File: src/rtl/uart_rx_deframer.sv
// UART receive deframer: start, DATA_BITS data (LSB first), optional parity, stop.
// Define UART_RX_PARITY_EN to add the parity bit and parity_err checking.
module uart_rx_deframer #(
    parameter int DATA_BITS  = 8,
    parameter int OS_RATE    = 16,
    parameter int PARITY_ODD = 0
) (
    input  logic                 clk,
    input  logic                 rst,
    input  logic                 os_tick,
    input  logic                 rx_in,
    output logic [DATA_BITS-1:0] rx_data,
    output logic                 rx_valid,
    input  logic                 rx_ready,
    output logic                 frame_err,
    output logic                 parity_err,
    output logic                 overrun,
    output logic                 busy
);

    localparam int CW = $clog2(OS_RATE);
    localparam int BW = $clog2(DATA_BITS);
    localparam logic [CW-1:0] OS_HALF = CW'(OS_RATE / 2 - 1);
    localparam logic [CW-1:0] OS_LAST = CW'(OS_RATE - 1);
    localparam logic [BW-1:0] BIT_LAST = BW'(DATA_BITS - 1);

`ifdef UART_RX_PARITY_EN
    typedef enum logic [2:0] {
        S_IDLE, S_START, S_DATA, S_PARITY, S_STOP
    } state_t;
`else
    typedef enum logic [2:0] {
        S_IDLE, S_START, S_DATA, S_STOP
    } state_t;
`endif

    state_t               state_q, state_d;
    logic [CW-1:0]        os_cnt_q, os_cnt_d;
    logic [BW-1:0]        bit_idx_q, bit_idx_d;
    logic [DATA_BITS-1:0] shift_q, shift_d;
    logic [DATA_BITS-1:0] data_q, data_d;
    logic                 armed_q, armed_d;
    logic                 valid_q, valid_d;
    logic                 ferr_q, ferr_d;
    logic                 perr_q, perr_d;
    logic                 pmis_q, pmis_d;
    logic                 ovr_q, ovr_d;
    logic                 complete;

    always_comb begin
        state_d   = state_q;
        os_cnt_d  = os_cnt_q;
        bit_idx_d = bit_idx_q;
        shift_d   = shift_q;
        data_d    = data_q;
        armed_d   = armed_q;
        valid_d   = valid_q;
        ferr_d    = ferr_q;
        perr_d    = perr_q;
        pmis_d    = pmis_q;
        ovr_d     = 1'b0;
        complete  = 1'b0;

        if (valid_q && rx_ready) begin
            valid_d = 1'b0;
            ferr_d  = 1'b0;
            perr_d  = 1'b0;
        end

        if (os_tick) begin
            unique case (state_q)
                S_IDLE: begin
                    // A start needs a preceding high sample, so a held break
                    // cannot retrigger endlessly.
                    if (!rx_in && armed_q) begin
                        state_d  = S_START;
                        os_cnt_d = '0;
                        armed_d  = 1'b0;
                    end else if (rx_in) begin
                        armed_d = 1'b1;
                    end
                end
                S_START: begin
                    if (os_cnt_q == OS_HALF) begin
                        os_cnt_d  = '0;
                        bit_idx_d = '0;
                        if (!rx_in) begin
                            state_d = S_DATA;
                        end else begin
                            state_d = S_IDLE;
                            armed_d = 1'b1;
                        end
                    end else begin
                        os_cnt_d = os_cnt_q + 1'b1;
                    end
                end
                S_DATA: begin
                    if (os_cnt_q == OS_LAST) begin
                        shift_d  = {rx_in, shift_q[DATA_BITS-1:1]};
                        os_cnt_d = '0;
                        if (bit_idx_q == BIT_LAST) begin
                            bit_idx_d = '0;
`ifdef UART_RX_PARITY_EN
                            state_d = S_PARITY;
`else
                            state_d = S_STOP;
`endif
                        end else begin
                            bit_idx_d = bit_idx_q + 1'b1;
                        end
                    end else begin
                        os_cnt_d = os_cnt_q + 1'b1;
                    end
                end
`ifdef UART_RX_PARITY_EN
                S_PARITY: begin
                    if (os_cnt_q == OS_LAST) begin
                        pmis_d   = ((^shift_q) ^ rx_in) != (PARITY_ODD != 0);
                        os_cnt_d = '0;
                        state_d  = S_STOP;
                    end else begin
                        os_cnt_d = os_cnt_q + 1'b1;
                    end
                end
`endif
                S_STOP: begin
                    if (os_cnt_q == OS_LAST) begin
                        complete = 1'b1;
                        os_cnt_d = '0;
                        state_d  = S_IDLE;
                        armed_d  = rx_in;
                    end else begin
                        os_cnt_d = os_cnt_q + 1'b1;
                    end
                end
                default: begin
                    state_d  = S_IDLE;
                    os_cnt_d = '0;
                end
            endcase
        end

        if (complete) begin
            if (!valid_q || rx_ready) begin
                data_d  = shift_q;
                valid_d = 1'b1;
                ferr_d  = ~rx_in;
`ifdef UART_RX_PARITY_EN
                perr_d  = pmis_q;
`else
                perr_d  = 1'b0;
`endif
            end else begin
                ovr_d = 1'b1;
            end
        end
    end

    always_ff @(posedge clk or posedge rst) begin
        if (rst) begin
            state_q   <= S_IDLE;
            os_cnt_q  <= '0;
            bit_idx_q <= '0;
            shift_q   <= '0;
            data_q    <= '0;
            armed_q   <= 1'b0;
            valid_q   <= 1'b0;
            ferr_q    <= 1'b0;
            perr_q    <= 1'b0;
            pmis_q    <= 1'b0;
            ovr_q     <= 1'b0;
        end else begin
            state_q   <= state_d;
            os_cnt_q  <= os_cnt_d;
            bit_idx_q <= bit_idx_d;
            shift_q   <= shift_d;
            data_q    <= data_d;
            armed_q   <= armed_d;
            valid_q   <= valid_d;
            ferr_q    <= ferr_d;
            perr_q    <= perr_d;
            pmis_q    <= pmis_d;
            ovr_q     <= ovr_d;
        end
    end

    assign rx_data   = data_q;
    assign rx_valid  = valid_q;
    assign frame_err = ferr_q;
    assign overrun   = ovr_q;
    assign busy      = (state_q != S_IDLE);
`ifdef UART_RX_PARITY_EN
    assign parity_err = perr_q;
`else
    assign parity_err = 1'b0;
    logic unused_parity;
    assign unused_parity = perr_q ^ pmis_q ^ (PARITY_ODD != 0);
`endif

endmodule
File: config.mk
export PLATFORM = sky130hd
export DESIGN_NAME = uart_rx_deframer
export DESIGN_NICKNAME = d
export VERILOG_FILES = /design/src/rtl/uart_rx_deframer.sv
export SDC_FILE = /design/constraint.sdc
export NUM_CORES = 1
export LEC_CHECK = 0
export CORE_ASPECT_RATIO = 0.75
export CORE_MARGIN = 8
export CORE_UTILIZATION = 58
export DETAILED_ROUTE_END_ITERATION = 12
export GPL_TIMING_DRIVEN = 1
export PLACE_DENSITY = 0.83
export SLEW_MARGIN = 10
export SYNTH_ARGS = -nofsm -noshare
export SYNTH_HDL_FRONTEND = slang
export SYNTH_SLANG_ARGS = --single-unit
File: constraint.sdc
create_clock -name clk -period 3.58 [get_ports clk]
set_input_delay 0.716 -clock clk [delete_from_list [all_inputs] [get_ports clk]]
set_output_delay 0.716 -clock clk [all_outputs]
set_load 0.01 [all_outputs]
==> results.json <==
{
  "postRouteAntennaNets": 0,
  "die_x_um": 72.8,
  "drc": 0,
  "grt_pass1_wl_um": 4530,
  "swShare": 0.347,
  "gp_congestion": 0.869,
  "slew_viol_final": 0,
  "stdcell_area_um2": 1630,
  "rows": 15,
  "grt_pass1_vias": 958,
  "status": "finished clean",
  "cts-root-buf": "clkbuf_4",
  "hold_buffers": 0,
  "synthTopCellsByArea": "dfrtp_1 (52%), mux2_2 (14%), ha_1 (2.7%)",
  "p_leak_nw": 0.739,
  "wl_per_cell_um": 16.6,
  "cts_tree": "yes",
  "synth_area_per_cell_um2": 12.4,
  "io_buffer_count": 16,
  "vdd_drop_max_uv": 374,
  "timing.fmax_mhz": 400,
  "cpPeakStageDelay_ps": 600,
  "clk_path_buf_depth": 2,
  "antenna_cells": 0,
  "grt_overflow": 0,
  "fin_skew_ps": 11.2,
  "synthesis.nets": 121,
  "ys_ff_latch": 29,
  "worst_slew_pin_slew_ps": 1070,
  "drt_iter0_drc": 30,
  "synthCells": 113,
  "cts_sinks": 29,
  "end_kind": "primary output",
  "nets": 139,
  "core_area_um2": 2290,
  "antenna_found_initial": 0,
  "gr-usage-all-layers": 0.142,
  "worstHoldEndpoint": "rx_data[1]$_DFFE_PP0P_",
  "die_y_um": 58.6,
  "area_growth_pct": 16.2,
  "worstPathMaxFanout": 11,
  "crit_slowest_cell": "clkdlybuf4s50_1",
  "vias": 934,
  "dpl_cell_area_um2": 1580,
  "synth_edf_count": 0,
  "min_period_ps": 2500,
  "avgViaCountPerCell": 5.66,
  "relSlewSlack": 0.283,
  "insertion_delay_ps": 330,
  "worst-endpoint-arrival_ps": 1780,
  "hold_viol": 0,
  "r2r_setup_slack_ps": 1720,
  "hold_class": "register to register",
  "grt_max_degree": 30,
  "power_frac_clock": 0.225,
  "worstPathRequired_ps": 2860,
  "synth_most_common_cell": "dfrtp_1",
  "syn_area_um2": 1410,
  "seq_area_frac_synth": 0.516,
  "post_cts_buffers": 0,
  "io_pins": 18,
  "r2r_end": "rx_data[7]$_DFFE_PP0P_",
  "combPwrFrac": 0.269,
  "initial_core_util": 0.614,
  "setup_viol": 0,
  "drt_wl_total_um": 2730,
  "yosysWarnings": 0,
  "critPathKind": "register to primary output",
  "cts.clk_slew.worst_paths_ps": 80,
  "power_density_nw_per_um2": 537,
  "synth_flop_cell": "dfrtp_1",
  "p_sw_mw": 0.305,
  "holdPathStages": 1,
  "h-tree-depth": 2,
  "drive_gt1_frac": 0.229,
  "intPower_mw": 0.572,
  "ff2ff_path_depth": 4,
  "rsz0062_at_grt": "no",
  "critical_path.cell_chain": "or2_1 -> clkdlybuf4s50_1",
  "ys_types": 38,
  "drt_pre_antenna_iters": 4,
  "hp-start": "rx_data[1]$_DFFE_PP0P_",
  "place_hpwl_um": 2070,
  "cap_violations": 0,
  "fin_crit_sh": 0.698,
  "synth_top_cells_by_count": "dfrtp_1 (29), mux2_2 (17), inv_1 (5), o211ai_1 (4)",
  "yosys.area.top_type_share": 0.516,
  "r2r_start": "os_cnt_q[0]$_DFFE_PP0P_",
  "post_cts_resized": 0,
  "die_area_um2": 4270,
  "start_kind": "register",
  "yosysTopAreaCell": "dfrtp_1",
  "numCtsBuffers": 5,
  "p_seq_frac": 0.506,
  "synthArstFlopShare": 1.00,
  "setup_tns_ps": 0
}
==> layout by cell type (no fill, tap or decap), types with 2 or more instances in the layout <==
cell             netlist  routed
dfrtp_1               29      29
a32o_1                 2       2
ha_1                   3       3
or2_1                  2       2
nand2b_1               3       3
o21bai_1               3       3
nor4_1                 2       2
nand3_1                2       2
nor2_1                 2       2
clkdlybuf4s50_1        0      16
nand2_1                3       3
mux2_2                17      17
a311o_1                2       2
nor2b_1                2       2
o221a_2                2       2
o211ai_1               4       4
clkbuf_4               0       5
o21a_1                 3       3
inv_1                  5       5
xor2_1                 2       2
o21ai_0                3       3
==> critical path: cells and delay by family (launching register included) <==
kind	cells	cell delay [ps]
buf+inv	1	600
flops	1	540
simple gates	1	330
==> cell type report <==
class	count	area [um^2]
timing repair buffer	16	160
sequential	29	726
clock buffer	7	55.1
tap	34	42.5
inverter	5	18.8
fill	169	657
multi-input combinational	74	631
==> per-stage QoR <==
step / power, mW / hold WS, ps / instances / util / setup slack [ps]
after floorplan: 0.628 / 475 / 113 / - / 1890
after global placement: 0.670 / 485 / 158 / 0.689 / 1030
after detailed placement: 0.683 / 494 / 158 / 0.689 / 939
after CTS: 0.877 / 513 / 165 / 0.713 / 1080
after global routing: 0.931 / 530 / 165 / 0.713 / 996
final: 0.877 / 514 / 165 / 0.713 / 1080
==> kinds of logic (layout without fill, tap and decap cells) <==
group                      count (synthesis)  in the layout  synth area share
muxes                                     18             18             0.143
xor gates and xnor gates                   2              2            0.0125
and+or+nand+nor                           26             26             0.127
AOI/OAI and AO/OA                         24             24             0.136
adders and majority gates                  3              3            0.0267
DFF                                       29             29             0.516
buffers and inverters                     10             28            0.0347
other                                      1              1           0.00267
==> how the worst max path moves through the flow <==
stage / start / slack, ps / to / depth (start not counted)
2_1_floorplan: os_tick / 1890 / rx_data[0]$_DFFE_PP0P_ / 3
3_3_place_gp: os_tick / 1030 / rx_data[1]$_DFFE_PP0P_ / 4
3_5_place_dp: os_tick / 940 / rx_data[7]$_DFFE_PP0P_ / 4
4_1_cts: state_q[1]$_DFFE_PP0P_ / 1080 / busy / 2
5_1_grt: state_q[1]$_DFFE_PP0P_ / 1000 / busy / 2
6_report: state_q[1]$_DFFE_PP0P_ / 1080 / busy / 2
==> power by group through the flow <==
stage | logic [mW] | clock network [mW] | registers [mW]
2_1_floorplan | 0.218 | 0 | 0.411
3_3_place_gp | 0.224 | 0 | 0.446
3_5_place_dp | 0.235 | 0 | 0.449
4_1_cts | 0.236 | 0.199 | 0.442
5_1_grt | 0.263 | 0.215 | 0.453
6_report | 0.236 | 0.197 | 0.444
==> sequential cells by signal (all words and copies together), names as in the netlist <==
name       flops
overrun        1
shift_q        8
frame_err      1
rx_data        8
bit_idx_q      3
os_cnt_q       4
state_q        2
armed_q        1
rx_valid       1
==> metal layers <==
layer,track usage,up-vias,part of all wire,wire (um)
li1,-,447,-,-
met1,0.175,457,0.47,1280
met2,0.204,23,0.45,1220
met3,0.0695,7,0.066,180
met4,0.0653,0,0.018,48
met5,0,-,0,0
Note: power is estimated with default switching activity, not from simulation.
